`src/rtl/uart_word_channel_if.sv`:
```
// Word-side handshake plus the byte-level transmitter/receiver hookup for uart_word_channel.
// The slave modport is the channel itself; master is whatever sits around it.
interface uart_word_channel_if #(
   parameter int WORD_BYTES = 2
);
   logic [8*WORD_BYTES-1:0] word_in;
   logic                    word_valid;
   logic                    word_ready;
   logic [7:0]              tx_data;
   logic                    tx_wr;
   logic                    tx_en;
   logic                    tx_busy;
   logic                    rx_en;
   logic [7:0]              rx_data;
   logic                    rx_valid;
   logic                    rx_ferror;
   logic                    rx_perror;
   logic [8*WORD_BYTES-1:0] word_out;
   logic                    word_out_valid;
   logic                    word_err;
   logic                    rx_timeout;

   modport slave (
      input  word_in, word_valid, tx_busy, rx_data, rx_valid, rx_ferror, rx_perror,
      output word_ready, tx_data, tx_wr, tx_en, rx_en, word_out, word_out_valid,
             word_err, rx_timeout
   );

   modport master (
      output word_in, word_valid, tx_busy, rx_data, rx_valid, rx_ferror, rx_perror,
      input  word_ready, tx_data, tx_wr, tx_en, rx_en, word_out, word_out_valid,
             word_err, rx_timeout
   );
endinterface

```
`src/rtl/uart_word_channel.sv`:
```
// Word-level front end for a byte UART: splits words into transmitter writes and
// reassembles received bytes into words with sticky error status and an inter-byte timeout.
module uart_word_channel #(
   parameter int WORD_BYTES = 2,
   parameter bit MSB_FIRST  = 1'b1,
   parameter int RX_TIMEOUT = 4096
) (
   input logic clk,
   input logic reset,
   uart_word_channel_if.slave bus
);
   localparam int WORD_W = 8 * WORD_BYTES;
   localparam int IDX_W  = (WORD_BYTES > 1) ? $clog2(WORD_BYTES) : 1;
   localparam int TO_W   = $clog2(RX_TIMEOUT + 1);
   localparam logic [IDX_W-1:0] LAST_IDX = IDX_W'(WORD_BYTES - 1);
   localparam logic [TO_W-1:0]  TO_LAST  = TO_W'(RX_TIMEOUT - 1);

   typedef enum logic [1:0] {IDLE, LOAD, WAIT_BUSY, WAIT_DONE} tx_state_t;

   tx_state_t         tx_state_reg;
   logic [WORD_W-1:0] shift_reg;
   logic [IDX_W-1:0]  tx_idx_reg;
   logic              en_reg;
   logic              word_ready_reg;
   logic              tx_wr_reg;
   logic [7:0]        tx_data_reg;

   logic [IDX_W-1:0]  rx_cnt_reg;
   logic              acc_err_reg;
   logic [TO_W-1:0]   to_cnt_reg;
   logic [WORD_W-1:0] asm_reg;
   logic [WORD_W-1:0] asm_next;
   logic [IDX_W-1:0]  slot;
   logic              byte_err;
   logic [WORD_W-1:0] word_out_reg;
   logic              word_out_valid_reg;
   logic              word_err_reg;
   logic              rx_timeout_reg;

   // The shift register always presents the next byte at its leading end.
   always_ff @(posedge clk or posedge reset) begin
      if (reset) begin
         tx_state_reg   <= IDLE;
         shift_reg      <= '0;
         tx_idx_reg     <= '0;
         en_reg         <= 1'b0;
         word_ready_reg <= 1'b0;
         tx_wr_reg      <= 1'b0;
         tx_data_reg    <= 8'h00;
      end else begin
         en_reg    <= 1'b1;
         tx_wr_reg <= 1'b0;
         case (tx_state_reg)
            IDLE: begin
               if (bus.word_valid && word_ready_reg) begin
                  shift_reg      <= bus.word_in;
                  tx_idx_reg     <= '0;
                  word_ready_reg <= 1'b0;
                  tx_state_reg   <= LOAD;
               end else begin
                  word_ready_reg <= en_reg;
               end
            end
            LOAD: begin
               if (!bus.tx_busy) begin
                  tx_data_reg  <= MSB_FIRST ? shift_reg[WORD_W-1 -: 8] : shift_reg[7:0];
                  shift_reg    <= MSB_FIRST ? (shift_reg << 8) : (shift_reg >> 8);
                  tx_wr_reg    <= 1'b1;
                  tx_state_reg <= WAIT_BUSY;
               end
            end
            WAIT_BUSY: begin
               if (bus.tx_busy) begin
                  tx_state_reg <= WAIT_DONE;
               end
            end
            WAIT_DONE: begin
               if (!bus.tx_busy) begin
                  if (tx_idx_reg == LAST_IDX) begin
                     word_ready_reg <= 1'b1;
                     tx_state_reg   <= IDLE;
                  end else begin
                     tx_idx_reg   <= tx_idx_reg + 1'b1;
                     tx_state_reg <= LOAD;
                  end
               end
            end
            default: tx_state_reg <= IDLE;
         endcase
      end
   end

   assign slot     = MSB_FIRST ? (LAST_IDX - rx_cnt_reg) : rx_cnt_reg;
   assign byte_err = bus.rx_ferror | bus.rx_perror;

   // asm_next already holds the incoming byte, so the last byte completes the word in one edge.
   generate
      for (genvar gi = 0; gi < WORD_BYTES; gi++) begin : g_slot
         assign asm_next[8*gi +: 8] = (bus.rx_valid && slot == IDX_W'(gi)) ?
                                      bus.rx_data : asm_reg[8*gi +: 8];
      end
   endgenerate

   always_ff @(posedge clk or posedge reset) begin
      if (reset) begin
         rx_cnt_reg         <= '0;
         acc_err_reg        <= 1'b0;
         to_cnt_reg         <= '0;
         asm_reg            <= '0;
         word_out_reg       <= '0;
         word_out_valid_reg <= 1'b0;
         word_err_reg       <= 1'b0;
         rx_timeout_reg     <= 1'b0;
      end else begin
         word_out_valid_reg <= 1'b0;
         rx_timeout_reg     <= 1'b0;
         asm_reg            <= asm_next;
         if (bus.rx_valid) begin
            to_cnt_reg <= '0;
            if (rx_cnt_reg == LAST_IDX) begin
               word_out_reg       <= asm_next;
               word_out_valid_reg <= 1'b1;
               word_err_reg       <= acc_err_reg | byte_err;
               rx_cnt_reg         <= '0;
               acc_err_reg        <= 1'b0;
            end else begin
               rx_cnt_reg  <= rx_cnt_reg + 1'b1;
               acc_err_reg <= acc_err_reg | byte_err;
            end
         end else if (rx_cnt_reg != '0) begin
            // Expire on the edge where the count would reach RX_TIMEOUT.
            if (to_cnt_reg == TO_LAST) begin
               rx_cnt_reg     <= '0;
               acc_err_reg    <= 1'b0;
               to_cnt_reg     <= '0;
               rx_timeout_reg <= 1'b1;
            end else begin
               to_cnt_reg <= to_cnt_reg + 1'b1;
            end
         end
      end
   end

   assign bus.word_ready     = word_ready_reg;
   assign bus.tx_data        = tx_data_reg;
   assign bus.tx_wr          = tx_wr_reg;
   assign bus.tx_en          = en_reg;
   assign bus.rx_en          = en_reg;
   assign bus.word_out       = word_out_reg;
   assign bus.word_out_valid = word_out_valid_reg;
   assign bus.word_err       = word_err_reg;
   assign bus.rx_timeout     = rx_timeout_reg;
endmodule

```
`src/flat_wrapper.sv`:
```
// flat-port wrapper written by rule: the top's interface ports become plain ports
module uart_word_channel_flat 
#(
   parameter int WORD_BYTES = 2,
   parameter bit MSB_FIRST  = 1'b1,
   parameter int RX_TIMEOUT = 4096
)
  (clk, reset, bus_word_in, bus_word_valid, bus_tx_busy, bus_rx_data, bus_rx_valid, bus_rx_ferror, bus_rx_perror, bus_word_ready, bus_tx_data, bus_tx_wr, bus_tx_en, bus_rx_en, bus_word_out, bus_word_out_valid, bus_word_err, bus_rx_timeout);
  uart_word_channel_if #(.WORD_BYTES(WORD_BYTES)) bus_i ();
  input logic clk;
  input logic reset;
  input wire logic [$bits(bus_i.word_in)-1:0] bus_word_in;
  input wire logic [$bits(bus_i.word_valid)-1:0] bus_word_valid;
  input wire logic [$bits(bus_i.tx_busy)-1:0] bus_tx_busy;
  input wire logic [$bits(bus_i.rx_data)-1:0] bus_rx_data;
  input wire logic [$bits(bus_i.rx_valid)-1:0] bus_rx_valid;
  input wire logic [$bits(bus_i.rx_ferror)-1:0] bus_rx_ferror;
  input wire logic [$bits(bus_i.rx_perror)-1:0] bus_rx_perror;
  output wire logic [$bits(bus_i.word_ready)-1:0] bus_word_ready;
  output wire logic [$bits(bus_i.tx_data)-1:0] bus_tx_data;
  output wire logic [$bits(bus_i.tx_wr)-1:0] bus_tx_wr;
  output wire logic [$bits(bus_i.tx_en)-1:0] bus_tx_en;
  output wire logic [$bits(bus_i.rx_en)-1:0] bus_rx_en;
  output wire logic [$bits(bus_i.word_out)-1:0] bus_word_out;
  output wire logic [$bits(bus_i.word_out_valid)-1:0] bus_word_out_valid;
  output wire logic [$bits(bus_i.word_err)-1:0] bus_word_err;
  output wire logic [$bits(bus_i.rx_timeout)-1:0] bus_rx_timeout;
  assign bus_i.word_in = bus_word_in;
  assign bus_i.word_valid = bus_word_valid;
  assign bus_i.tx_busy = bus_tx_busy;
  assign bus_i.rx_data = bus_rx_data;
  assign bus_i.rx_valid = bus_rx_valid;
  assign bus_i.rx_ferror = bus_rx_ferror;
  assign bus_i.rx_perror = bus_rx_perror;
  assign bus_word_ready = bus_i.word_ready;
  assign bus_tx_data = bus_i.tx_data;
  assign bus_tx_wr = bus_i.tx_wr;
  assign bus_tx_en = bus_i.tx_en;
  assign bus_rx_en = bus_i.rx_en;
  assign bus_word_out = bus_i.word_out;
  assign bus_word_out_valid = bus_i.word_out_valid;
  assign bus_word_err = bus_i.word_err;
  assign bus_rx_timeout = bus_i.rx_timeout;
  uart_word_channel #(.WORD_BYTES(WORD_BYTES), .MSB_FIRST(MSB_FIRST), .RX_TIMEOUT(RX_TIMEOUT)) u_core (.clk(clk), .reset(reset), .bus(bus_i));
endmodule
```
`config.mk`:
```
export PLATFORM = sky130hd
export DESIGN_NAME = uart_word_channel_flat
export DESIGN_NICKNAME = d
export VERILOG_FILES = /design/src/rtl/uart_word_channel_if.sv /design/src/rtl/uart_word_channel.sv /design/src/flat_wrapper.sv
export SDC_FILE = /design/constraint.sdc
export NUM_CORES = 1
export LEC_CHECK = 0
export CAP_MARGIN = 20
export CORE_MARGIN = 1.5
export CORE_UTILIZATION = 27
export CTS_CLUSTER_SIZE = 12
export DETAILED_ROUTE_END_ITERATION = 8
export PLACE_DENSITY_LB_ADDON = 0.05
export SETUP_SLACK_MARGIN = 0.05
export SYNTH_ARGS = -nofsm -noshare
export SYNTH_HDL_FRONTEND = slang
export SYNTH_SLANG_ARGS = --single-unit
```
`constraint.sdc`:
```
create_clock -name clk -period 2.15 [get_ports clk]
set_input_delay 0.215 -clock clk [delete_from_list [all_inputs] [get_ports clk]]
set_output_delay 0.215 -clock clk [all_outputs]
set_load 0.02 [all_outputs]
```
# Yosys cells after proc, flatten, opt, wreduce, memory -nomap -nowiden

Index checks and enable logic that the tools add are counted.

Latch bits: 0
Register bits: 80
Memories: 0
Input port bits: 31
Output and inout port bits: 31
ROM bits: 0
Bits in writable memories: 0

Shift-type cells: 0
Eq/ne operators: 9
Bitwise logic cells: 4
Divide/modulo/power cells: 0
Mux-type cells: 37
Reduce and logical (&&, ||, !) cells: 15
Multipliers: 0
Magnitude comparators: 0
Add/subtract/negate cells: 4

Operator list:

| cell                    | count |
|---|---|
| $mux W13                | 3 |
| $mux W16                | 2 |
| $pmux W16 S2            | 1 |
| $mux W1                 | 22 |
| $mux W8                 | 2 |
| $add A13 B1 Y13 const B | 1 |
| $eq A13 B12 Y1 const B  | 1 |
| $reduce_and A3 Y1       | 3 |
| $mux W2                 | 4 |
| $pmux W2 S4             | 1 |
| $reduce_bool A2 Y1      | 4 |
| $ne A2 B2 Y1 const B    | 3 |
| $reduce_and A2 Y1       | 3 |
| $eq A2 B2 Y1 const B    | 2 |
| $ne A2 B1 Y1 const B    | 2 |
| $pmux W1 S2             | 2 |
| $reduce_and A4 Y1       | 1 |
| $logic_and A1 B1 Y1     | 3 |
| $add A1 B1 Y1 const B   | 2 |
| $eq A2 B1 Y1 const B    | 1 |
| $logic_not A2 Y1        | 1 |
| $not A1 Y1              | 2 |
| $or A1 B1 Y1            | 2 |
| $sub A1 B1 Y1 const A   | 1 |

# Depth between registers and ports, before layout

Word-level depth: 4
Mapped depth: 8
Depth with buffers taken out: 6

# Worst setup path before layout

Ideal clock, no wire load.

Kind: register to register
Start: reg u_core.tx_state_reg[1]
End: reg u_core.shift_reg[0]
Stages on the path, launching flop included: 9
Path slack: 0.390 ns
Path buffers: 2
Data required time: 2.084 ns
Data arrival time: 1.693 ns
Setup time: 0.066 ns
Path through: dfrtp_1 > inv_1 > ha_1 > buf_4 > and2b_1 > buf_4 > a2bb2oi_1 > nand3b_1 > nand2_1

Cells in the longest elaborated chain, start to end: 3

RTL lines:

| what                                                        | line                    | RTL |
|---|---|---|
| start, declared                                             | uart_word_channel.sv:20 | `tx_state_t tx_state_reg;` |
| start signal, assigned                                      | uart_word_channel.sv:43 | `tx_state_reg <= IDLE;` |
| start signal, assigned                                      | uart_word_channel.sv:59 | `tx_state_reg <= LOAD;` |
| start signal, assigned                                      | uart_word_channel.sv:69 | `tx_state_reg <= WAIT_BUSY;` |
| $eq A2 B1 Y1 / $logic_not A2 Y1 (equally long branches)     | uart_word_channel.sv:53 | `case (tx_state_reg)` |
| $ne A2 B2 Y1 (no source line), or another cell as far along | -                       |  |
| $reduce_and A3 Y1 (no source line)                          | -                       |  |
| end signal, assigned                                        | uart_word_channel.sv:56 | `shift_reg <= bus.word_in;` |
| end signal, assigned                                        | uart_word_channel.sv:67 | `shift_reg <= MSB_FIRST ? (shift_reg << 8) : (shift_reg >> 8);` |
| end, declared                                               | uart_word_channel.sv:21 | `logic [WORD_W-1:0] shift_reg;` |

Parallel ways exist; a longest one is shown, timed or not.
A chain may end at the register's enable or synchronous reset.

# Worst setup path after layout

Start: reg u_core.to_cnt_reg[0]
End: reg u_core.to_cnt_reg[7]

Cells in the longest elaborated chain, start to end: 4

RTL lines:

| what                                                     | line                                               | RTL |
|---|---|---|
| start, declared                                          | uart_word_channel.sv:30                            | `logic [TO_W-1:0] to_cnt_reg;` |
| start signal, assigned                                   | uart_word_channel.sv:138                           | `to_cnt_reg <= to_cnt_reg + 1'b1;` |
| $add A13 B1 Y13 / $eq A13 B12 Y1 (equally long branches) | uart_word_channel.sv:138, uart_word_channel.sv:132 |  |
| $mux W13 *                                               | uart_word_channel.sv:132                           | `if (to_cnt_reg == TO_LAST) begin` |
| $mux W13 *                                               | uart_word_channel.sv:130                           | `end else if (rx_cnt_reg != '0) begin` |
| $mux W13 *                                               | uart_word_channel.sv:118                           | `if (bus.rx_valid) begin` |

Mark *: on every way between the ends. The rest lies on a longest branch, timed or not. The select of a mux whose other input is x is not followed.

==> qor.yml <==
sta:
  finalMaxSlewViolations: 0
  fmaxAchievable_mhz: 537
  post-route-period-util_pct: 86.7
  setup_viol: 0
  skew_ns: 0.00659
  fin_crit_ns: 1.86
  final.setup.tns_ns: 0
  hold_violations: 0
  hold_slack_ns: 0.272
  setup_ws_ns: 0.286
  rsz0062_at_grt: "false"
clock_network:
  clockBufferDepth: 2
  cts_tree: "built"
  postCtsSetupBuffers: 0
  cts_buffers: 9
  path_clk_slew_ns: 0.06
  cts.sink_count: 72
  cts-resized-gates: 0
  root_buffer: "clkbuf_16"
  clock_latency_ns: 0.32
  holdBufCountCts: 0
  h-tree-depth: 3
pwr:
  powerDensity_nw_per_um2: 1200
  leakagePower_uw: 0.00189
  vdd_drop_max_v: 0.000505
placed_design:
  hpwl_um: 4660
  io_buffers: 61
  place.gp.congestion: 0.735
  dp_slack_ns: 0.293
floorplanning:
  initial_utilization_pct: 27.6
  core_area_um2: 11400
  placementRows: 39
  ios: 62
  die_x_um: 111
  dieArea_um2: 12300
  die_y_um: 111
logic_synthesis:
  synthFlopType: "dfrtp_1"
  synth_top_family_by_area: "simple AND/OR/NAND/NOR gates"
  syn_avg_cell_area_um2: 10.5
  synth-seq-cells: 72
  syn_inst: 300
  ys_warn_count: 0
  synth-simple-area-share_pct: 20.3
  seq_area_frac_synth_pct: 57.4
  async_reset_ff_share_pct: 100
  synthesis.area_um2: 3140
  synth_fa_ha_area_share_pct: 2.39
  muxShareOfSynthArea_pct: 8.65
  synth_edf_count: 0
  synth_nets: 337
  synth.distinct_cells: 44
  synth_compound_area_share_pct: 7.34
  synthXorXnorAreaFrac_pct: 0.837
detailed_routing:
  vias: 2289
  drc: 0
  antenna_left: 0
  wire_per_inst_um: 13.2
  drtIter0Drc: 81
  wl_um: 6860
  vias_per_cell: 4.42
  firstDrtPassIters: 4
setup_path:
  arrival_ns: 2.04
  start_kind: "register"
  r2r-end: "u_core.to_cnt_reg[7]$_DFFE_PP0P_"
  regToRegSetupSlack_ns: 0.29
  crit_type: "reg -> reg"
  end_kind: "register"
  r2r.worst_path.cells: 5
  r2r-start: "u_core.to_cnt_reg[0]$_DFFE_PP0P_"
  worstPathRequired_ns: 2.33
  critPathMaxFanout: 8
flow_run:
  maxCapViolCount: 0
global_routing:
  grt_first_pass_wirelength_um: 11600
  antenna_found_initial: 0
  grt_overflow: 0
  groute.usage.overall_pct: 12.0
  grt_pass1_vias: 2306
  grt_max_degree: 73
min_path:
  hp-class: "in -> async"
status:
  outcome: "complete, no violations"
cells_and_area:
  layout_commonest_cell: "nand2_1"
  nFillCells: 1170
  fin_nets: 407
  final_layout_size_suffix_gt1_share_pct: 13.3
  layout_common_cells: "nand2_1, dfrtp_1, clkdlybuf4s50_1, mux2_2, o21ai_0"
  area_growth_pct: 34.8
  diodes: 0
per-stage QoR:
| stage | total power, µW | utilization [%] | cells | cell area, µm² |
|---|---|---|---|---|
| 6_report | 5080 | 37.2 | 518 | 4230 |
| 2_1_floorplan | 3040 | - | 300 | 3140 |
| 4_1_cts | 5200 | 37.2 | 518 | 4230 |
| 3_3_place_gp | 3740 | 34.7 | 502 | 3950 |
| 3_5_place_dp | 3760 | 34.7 | 502 | 3950 |
| 5_1_grt | 5460 | 37.2 | 518 | 4230 |
layout make-up:
cell class | count | area (µm²) | area share [%]
clock inverters | 5 | 31.3 | 0.739
clock buffers | 11 | 253 | 5.97
well taps | 143 | 179 | 4.23
inverters | 8 | 30.0 | 0.710
flip-flops and latches | 72 | 1800 | 42.6
repair buffers | 70 | 691 | 16.3
multi-input cells | 209 | 1240 | 29.4
critical path: stages (launching register included):
cell	delay [ns]
dfrtp_1	0.39
ha_1	0.28
nand3_1	0.17
or4_4	0.61
nand2_4	0.13
o311ai_0	0.13
Yosys cell counts (all sizes together), types with 2 or more instances:
cell,number,share of area [%]
inv,7,0.84
nor2,10,1.3
nor3,3,0.48
dfrtp,72,57
nor3b,2,0.48
nand4,5,1.2
o311ai,2,0.56
nor2b,3,0.60
or4,2,0.60
o2bb2ai,2,0.56
ha,6,2.4
clkbuf,5,0.60
xnor2,3,0.84
o31ai,2,0.48
a21oi,5,0.80
nand2,90,11
mux2,17,6.1
or2,2,0.40
nand3,8,1.3
a31oi,2,0.40
nand3b,9,2.2
mux2i,8,2.6
o21ai,16,2.6
buf,6,1.4
worst max-delay path by stage:
stage | start | endpoint | slack (ns) | depth (start not counted)
final | u_core.to_cnt_reg[0]$_DFFE_PP0P_ | u_core.to_cnt_reg[7]$_DFFE_PP0P_ | 0.29 | 5
after global routing | u_core.to_cnt_reg[0]$_DFFE_PP0P_ | u_core.to_cnt_reg[7]$_DFFE_PP0P_ | 0.16 | 5
after CTS | u_core.to_cnt_reg[0]$_DFFE_PP0P_ | u_core.to_cnt_reg[7]$_DFFE_PP0P_ | 0.28 | 5
after detailed placement | u_core.to_cnt_reg[0]$_DFFE_PP0P_ | u_core.to_cnt_reg[7]$_DFFE_PP0P_ | 0.29 | 5
after global placement | u_core.to_cnt_reg[0]$_DFFE_PP0P_ | u_core.to_cnt_reg[6]$_DFFE_PP0P_ | 0.31 | 5
after floorplan | reset | u_core.acc_err_reg$_DFFE_PP0P_ | 0.11 | 1
per-layer routing:
layer  part of all wire [%]  global-route usage, %  up-vias
met3                    5.2                   4.37        6
met5                      0                      0        -
met2                     46                   18.6       52
met4                    1.0                   4.19        0
met1                     47                   15.5     1074
li1                       -                      -     1157
where the power goes:
| group | leakage, µW | internal [µW] | total (µW) | switching (µW) |
|---|---|---|---|---|
| logic | 0.000839 | 837 | 1730 | 891 |
| clock network | 0.000141 | 839 | 1390 | 556 |
| registers | 0.000911 | 1750 | 1960 | 214 |
| total | 0.00189 | 3420 | 5080 | 1660 |
kinds of logic after synthesis:
logic type,after synthesis
simple gates,138
flops,72
compound gates,36
mux,25
buf+inv,19
fa+ha+maj,6
xor+xnor,3
other cells,1
No activity file was read; power rests on OpenSTA's default activity.
